<file path="src/rtl/mux_scan_n.sv">
// rtl/mux_scan_n.sv - N-channel W-bit registered multiplexer with manual and auto-scan selection
module mux_scan_n #(
   parameter int N     = 4,
   parameter int W     = 1,
   parameter int DWELL = 4
) (
   input  logic             clk,
   input  logic             rst_n,
   input  logic [N*W-1:0]   inf_ul,
   input  logic [((N > 1) ? $clog2(N) : 1)-1:0] adr_ul,
   input  logic             mod_ul,
   input  logic [N-1:0]     maska_ul,
   output logic [W-1:0]     inf_izl,
   output logic [((N > 1) ? $clog2(N) : 1)-1:0] adr_izl,
   output logic             vld_izl,
   output logic             wrap_izl
);

   localparam int AW = (N > 1) ? $clog2(N) : 1;
   localparam int DW = (DWELL > 1) ? $clog2(DWELL) : 1;
   localparam logic [DW-1:0] CNT_LAST = DW'(DWELL - 1);

   typedef enum logic [1:0] {st_man, st_scan, st_none} state_t;

   state_t         state;
   logic [DW-1:0]  cnt;
   logic [AW-1:0]  entry_adr;
   logic [AW-1:0]  adv_adr;
   logic           cur_en;
   logic           man_ok;

   // First enabled channel searching upward modulo N, from start itself (incl) or from start+1.
   function automatic logic [AW-1:0] find_next(input logic [AW-1:0] start,
                                               input logic [N-1:0]  m,
                                               input logic          incl);
      int   base;
      int   idx;
      logic found;
      find_next = start;
      found     = 1'b0;
      base      = int'(start) + (incl ? 0 : 1);
      for (int k = 0; k < N; k++) begin
         idx = (base + k) % N;
         if (!found && m[idx]) begin
            find_next = idx[AW-1:0];
            found     = 1'b1;
         end
      end
   endfunction

   function automatic logic [W-1:0] chan_data(input logic [N*W-1:0] d,
                                              input logic [AW-1:0]  a);
      chan_data = '0;
      for (int k = 0; k < N; k++) begin
         if (int'(a) == k) chan_data = d[k*W +: W];
      end
   endfunction

   always_comb begin
      entry_adr = find_next(adr_izl, maska_ul, 1'b1);
      adv_adr   = find_next(adr_izl, maska_ul, 1'b0);
      man_ok    = (int'(adr_ul) < N);
      cur_en    = 1'b0;
      for (int k = 0; k < N; k++) begin
         if (int'(adr_izl) == k) cur_en = maska_ul[k];
      end
   end

   always_ff @(posedge clk) begin
      if (!rst_n) begin
         state    <= st_man;
         cnt      <= '0;
         inf_izl  <= '0;
         adr_izl  <= '0;
         vld_izl  <= 1'b0;
         wrap_izl <= 1'b0;
      end else begin
         wrap_izl <= 1'b0;
         if (!mod_ul) begin
            state   <= st_man;
            cnt     <= '0;
            adr_izl <= adr_ul;
            inf_izl <= chan_data(inf_ul, adr_ul);
            vld_izl <= man_ok;
         end else if (maska_ul == '0) begin
            state   <= st_none;
            cnt     <= '0;
            inf_izl <= '0;
            vld_izl <= 1'b0;
         end else if (state != st_scan) begin
            // Entry picks up from the current pointer without a wrap pulse.
            state   <= st_scan;
            cnt     <= '0;
            adr_izl <= entry_adr;
            inf_izl <= chan_data(inf_ul, entry_adr);
            vld_izl <= 1'b1;
         end else if (!cur_en || cnt == CNT_LAST) begin
            cnt      <= '0;
            adr_izl  <= adv_adr;
            inf_izl  <= chan_data(inf_ul, adv_adr);
            vld_izl  <= 1'b1;
            wrap_izl <= (adv_adr <= adr_izl);
         end else begin
            cnt     <= cnt + DW'(1);
            inf_izl <= chan_data(inf_ul, adr_izl);
            vld_izl <= 1'b1;
         end
      end
   end

endmodule

</file>
<file path="config.mk">
export PLATFORM = sky130hd
export DESIGN_NAME = mux_scan_n
export DESIGN_NICKNAME = d
export VERILOG_FILES = /design/src/rtl/mux_scan_n.sv
export SDC_FILE = /design/constraint.sdc
export NUM_CORES = 1
export LEC_CHECK = 0
export BUFFER_PORTS_ARGS = -buffer_cell sky130_fd_sc_hd__buf_2
export CORE_MARGIN = 2
export CORE_UTILIZATION = 59
export DETAILED_ROUTE_END_ITERATION = 8
export PLACE_DENSITY = 0.81
export SETUP_SLACK_MARGIN = 0.05
export SYNTH_ARGS = -nofsm -noshare
export SYNTH_HDL_FRONTEND = slang
export SYNTH_SLANG_ARGS = --single-unit
export TNS_END_PERCENT = 1
</file>
<file path="constraint.sdc">
create_clock -name clk -period 6.5 [get_ports clk]
set_clock_uncertainty 0.05 [all_clocks]
set_input_delay 0.65 -clock clk [delete_from_list [all_inputs] [get_ports clk]]
set_output_delay 0.65 -clock clk [all_outputs]
set_load 0.02 [all_outputs]
</file>
==> results of run 1 <==
## power groups by stage
stage,combinational (mW),clock (mW),sequential (mW)
after CTS,0.0982,0.0447,0.0633
after floorplan,0.0812,0,0.0654
final,0.0994,0.0451,0.0633
after global placement,0.0961,0,0.0645
after detailed placement,0.0978,0,0.0645
after global routing,0.111,0.0465,0.0641
## sequential cells by signal, indices dropped and copies added (netlist names)
| register | cells |
|---|---|
| adr_izl | 2 |
| inf_izl | 1 |
| state | 2 |
| cnt | 2 |
| wrap_izl | 1 |
| vld_izl | 1 |
## placed cells by master, fill, tap and decap left out, types with 2 or more instances in the layout
cell type,n
nor3b_1,2
nand2_1,12
mux4_2,2
o21a_1,3
o21ai_0,3
ha_1,7
o211ai_1,2
a21boi_0,2
a21oi_1,9
nor3_1,6
o221ai_1,2
inv_1,6
dfxtp_1,9
or2_1,2
nor2_1,7
o2bb2ai_1,2
buf_2,17
mux2i_1,5
clkbuf_4,3
## layout make-up
type,instances,area (um2),share of cell area (%)
clock buffers,4,26.3,2.45
inverters,8,32.5,3.03
multi-input cells,97,729,67.9
flip-flops and latches,9,180,16.8
well taps,16,20.0,1.86
repair buffers,17,85.1,7.93
## worst paths after layout
check                                 from      end  slack (ns)  cells after the start
worst max-delay path            adr_izl[0]  inf_izl        3.33                      8
worst min-delay path                cnt[0]   cnt[0]        0.39                      1
worst max register to register  adr_izl[0]  inf_izl        3.33                      8
worst min register to register      cnt[0]   cnt[0]        0.39                      1
## worst max-delay path: stages (launching register included)
cell	delay (ns)
dfxtp_1	0.68
inv_4	0.11
ha_1	0.64
mux2i_1	0.21
o32a_1	0.33
a221oi_2	0.32
mux4_2	0.34
o311ai_1	0.30
a41oi_2	0.06
## routing by layer
| metal | up-vias | part of all wire, % | track usage, % |
|---|---|---|---|
| li1 | 497 | - | - |
| met1 | 479 | 48 | 39.4 |
| met2 | 44 | 44 | 39.4 |
| met3 | 0 | 8.0 | 6.00 |
| met4 | 0 | 0 | 3.53 |
| met5 | - | 0 | 0 |
## through the flow
step | util, % | instance area, um2 | instances | setup WS (ns)
after floorplan | - | 1000 | 122 | 3.77
after global placement | 67.9 | 1050 | 147 | 3.46
after detailed placement | 67.9 | 1050 | 147 | 3.36
after CTS | 69.6 | 1070 | 151 | 3.36
after global routing | 69.6 | 1070 | 151 | 3.02
final | 69.6 | 1070 | 151 | 3.33
## cell families after synthesis
logic type                 Yosys count  synth area share (%)
AOI/OAI and AO/OA                   43                  33.3
adders and majority gates            7                  8.76
buffers and inverters               16                  9.01
DFF                                  9                  18.0
muxes                                9                  11.8
and+or+nand+nor                     38                  19.2
==> flow_metrics.env, run 1 <==
export IMPL_peakVddDrop_v=0.000118
export IMPL_p_int_uw=125
export IMPL_ys_async_sr_fraction_pct=0
export IMPL_fillers=131
export IMPL_post_cts_resize_count=0
export IMPL_whs_ns=0.388
export IMPL_floorplan_initialDensity_pct=64.9
export IMPL_fin_crit_sh_pct=48.8
export IMPL_clockBufferDepth=2
export IMPL_hp_class="reg -> reg"
export IMPL_synth_seq_cells=9
export IMPL_clk_pin_slew_ns=0.07
export IMPL_synth_edf_count=0
export IMPL_slew_headroom_pct=62.6
export IMPL_drive_gt1_share_pct=20.7
export IMPL_yosysMostFrequentCell="nand2_1"
export IMPL_num_rows=14
export IMPL_critical_path_arrival_ns=3.25
export IMPL_antenna_found_initial=0
export IMPL_final_nets=156
export IMPL_synth_commonest_cells="12 x nand2_1, 9 x a21oi_1, 9 x dfxtp_1, 7 x ha_1, 7 x nor2_1"
export IMPL_cts_tree="built"
export IMPL_yosysTopAreaCell="dfxtp_1"
export IMPL_first_iter_violations=32
export IMPL_setup_viol=0
export IMPL_die_width_um=45.2
export IMPL_hold_viol=0
export IMPL_leakage_nw=0.435
export IMPL_report_power_total_uw=208
export IMPL_vias=1020
export IMPL_cp_max_fo=16
export IMPL_yosys_warnings=0
export IMPL_crit_type="reg -> reg"
export IMPL_cellPowerDensity_nw_per_um2=194
export IMPL_clock_power_share_pct=21.7
export IMPL_yosysTopAreaCellShare_pct=18.0
export IMPL_cap_violations=0
export IMPL_syn_area_um2=1000
export IMPL_place_gp_congestion=0.889
export IMPL_endpoint_kind="register"
export IMPL_numCtsBuffers=3
export IMPL_synth_cell_types=55
export IMPL_grt_setup_unrepaired="false"
export IMPL_ys_seq_area_share_pct=18.0
export IMPL_grt_max_degree=17
export IMPL_finalSetupTns_ns=0
export IMPL_remaining_drc_errors=0
export IMPL_area_delta_synth_final_pct=7.38
export IMPL_cts_root_buf="clkbuf_4"
export IMPL_antenna_cells=0
export IMPL_ant_nets=0
export IMPL_first_global_vias=889
export IMPL_io_pins=18
export IMPL_wire_per_inst_um=15.1
export IMPL_dieArea_um2=2040
export IMPL_fmax_ghz=0.315
export IMPL_worst_slew_pin_slew_ns=0.560
export IMPL_clock_sinks=9
export IMPL_synth_avg_cell_area_um2=8.19
export IMPL_grt_pass1_wl_um=3980
export IMPL_holdBufCountCts=0
export IMPL_port_buffers=17
export IMPL_htreeDepth=1
export IMPL_worstSetupStartpointType="register"
export IMPL_post_cts_buffers=0
export IMPL_grt_usage_pct=26.3
export IMPL_core_um2=1540
export IMPL_p_comb_share_pct=47.8
export IMPL_die_y_um=45.2
export IMPL_dp_hpwl_um=1720
export IMPL_grt_overflow_total=0
export IMPL_synth_flop_cell="dfxtp_1"
export IMPL_syn_inst=122
export IMPL_synthTopCellsByArea="dfxtp_1 18%, ha_1 8.8%, mux2i_1 5.0%, a21oi_1 4.5%, mux4_2 4.5%"
export IMPL_p_seq_share_pct=30.5
export IMPL_cp_data_required_time_ns=6.58
export IMPL_drt_total_wl_um=2270
export IMPL_firstDrtPassIters=4
export IMPL_synthesis_nets=142
export IMPL_finalCriticalPeriod_ns=3.17
export IMPL_final_max_slew_viol_count=0
export IMPL_viasPerCell=6.75
export IMPL_swShare_pct=40.0
export IMPL_switchingPower_uw=83.2
export IMPL_outcome="complete, no violations"
export IMPL_clock_latency_ns=0.27
Note: power is estimated with default switching activity, not from simulation.
==> run 2: changes to the inputs <==
CORE_UTILIZATION = 55   (was 59)
PLACE_DENSITY = 0.76   (was 0.81)
clock period = 3.15 ns   (was 6.5 ns; I/O delays follow)
==> flow_metrics.env, run 2 (synthesis gave the netlist of run 1 again) <==
export IMPL_clk_pin_slew_ns=0.07
export IMPL_crit_type="reg -> reg"
export IMPL_finalSetupTns_ns=0
export IMPL_numCtsBuffers=3
export IMPL_area_delta_synth_final_pct=10.0
export IMPL_finalCriticalPeriod_ns=2.83
export IMPL_clock_sinks=9
export IMPL_final_max_slew_viol_count=0
export IMPL_cp_data_required_time_ns=3.22
export IMPL_crit_chain="inv_4 -> ha_1 -> mux2i_1 -> o32a_1 -> a221oi_2 -> mux4_2 -> o311ai_1 -> a41oi_2"
export IMPL_viasPerCell=6.05
export IMPL_critPathBufInv=1
export IMPL_io_pins=18
export IMPL_ant_nets=0
export IMPL_core_um2=1730
export IMPL_worstSetupStartpointType="register"
export IMPL_num_rows=15
export IMPL_floorplan_initialDensity_pct=57.9
export IMPL_fmax_ghz=0.353
export IMPL_port_buffers=17
export IMPL_post_cts_resize_count=0
export IMPL_reg_top3="adr_izl: 2 flops, cnt: 2 flops, state: 2 flops"
export IMPL_drive_gt1_share_pct=21.9
export IMPL_worst_path_stages=8
export IMPL_outcome="complete, no violations"
export IMPL_setup_viol=0
export IMPL_cp_slowest_stage_delay_ns=0.62
export IMPL_clock_latency_ns=0.27
export IMPL_grt_max_degree=17
export IMPL_htreeDepth=1
export IMPL_final_nets=158
export IMPL_hold_viol=0
export IMPL_leakage_nw=0.445
export IMPL_drt_total_wl_um=2470
export IMPL_vias=980
export IMPL_antenna_found_initial=0
export IMPL_peakVddDrop_v=0.000220
export IMPL_reg2reg_depth=8
export IMPL_grt_setup_unrepaired="false"
export IMPL_grt_usage_pct=25.0
export IMPL_wire_per_inst_um=15.3
export IMPL_cts_tree="built"
export IMPL_first_iter_violations=31
export IMPL_placed_cell_area_um2=1070
export IMPL_remaining_drc_errors=0
export IMPL_worst_slew_pin_slew_ns=0.564
export IMPL_post_cts_buffers=0
export IMPL_cp_max_fo=16
export IMPL_fin_crit_sh_pct=90.0
export IMPL_hold_depth=2
export IMPL_hp_class="in -> reg"
export IMPL_cellPowerDensity_nw_per_um2=395
export IMPL_endpoint_kind="register"
export IMPL_die_y_um=46.6
export IMPL_holdBufCountCts=0
export IMPL_grt_pass1_wl_um=3910
export IMPL_slowest_stage="ha_1"
export IMPL_grt_overflow_total=0
export IMPL_final_common_cell="buf_2"
export IMPL_die_width_um=46.6
export IMPL_critical_path_top_delay_family="compound AO/OA/AOI/OAI gates"
export IMPL_antenna_cells=0
export IMPL_slew_headroom_pct=62.3
export IMPL_postLayoutCellArea_um2=1100
export IMPL_critical_path_arrival_ns=2.91
export IMPL_first_global_vias=860
export IMPL_place_gp_congestion=0.889
export IMPL_cts_root_buf="clkbuf_4"
export IMPL_dp_hpwl_um=1890
export IMPL_dieArea_um2=2170
export IMPL_clockBufferDepth=2
export IMPL_mostFrequentLayoutCells="17 x buf_2, 12 x nand2_1, 9 x a21oi_1, 9 x dfxtp_1"
export IMPL_firstDrtPassIters=4
export IMPL_cap_violations=0
==> run 2: cell count changes in the layout (fill, tap and decap cells not counted) <==
cell | previous run | this run
buf_4 | 0 | 2
==> run 2: final timing paths <==
kind / slack, ns / start / end
max: 0.32 / adr_izl[0] / inf_izl
min: 0.27 / mod_ul / vld_izl
max reg2reg: 0.32 / adr_izl[0] / inf_izl
min reg2reg: 0.38 / cnt[0] / cnt[0]
==> run 2: through the flow <==
stage | hold WS, ns | power, mW | worst slack (ns) | utilization [%] | instances
4_1_cts | 0.266 | 0.434 | 0.334 | 63.7 | 162
5_1_grt | 0.295 | 0.463 | 0.118 | 63.7 | 162
3_3_place_gp | 0.368 | 0.336 | 0.463 | 62.2 | 158
2_1_floorplan | 0.356 | 0.303 | 0.423 | - | 122
6_report | 0.267 | 0.435 | 0.316 | 63.7 | 162
3_5_place_dp | 0.379 | 0.341 | 0.355 | 62.2 | 158
==> run 2: final cells by class <==
class                           instances  area [um2]
Multi-Input combinational cell         97         729
Fill cell                             162         627
Sequential cell                         9         180
Timing Repair Buffer                   19         100
Inverter                                8        32.5
Tap cell                               25        31.3
Clock buffer                            4        26.3
==> run 2: metal layers <==
layer	GRT usage [%]	wire, um	vias to the layer above
li1	-	-	496
met1	35.4	1150	436
met2	38.6	1130	46
met3	7.45	180	2
met4	2.78	8	0
met5	0	0	-
==> run 2: power by group <==
part           internal (mW)  switching [mW]
sequential             0.120         0.00281
combinational         0.0913           0.127
clock                 0.0490          0.0450
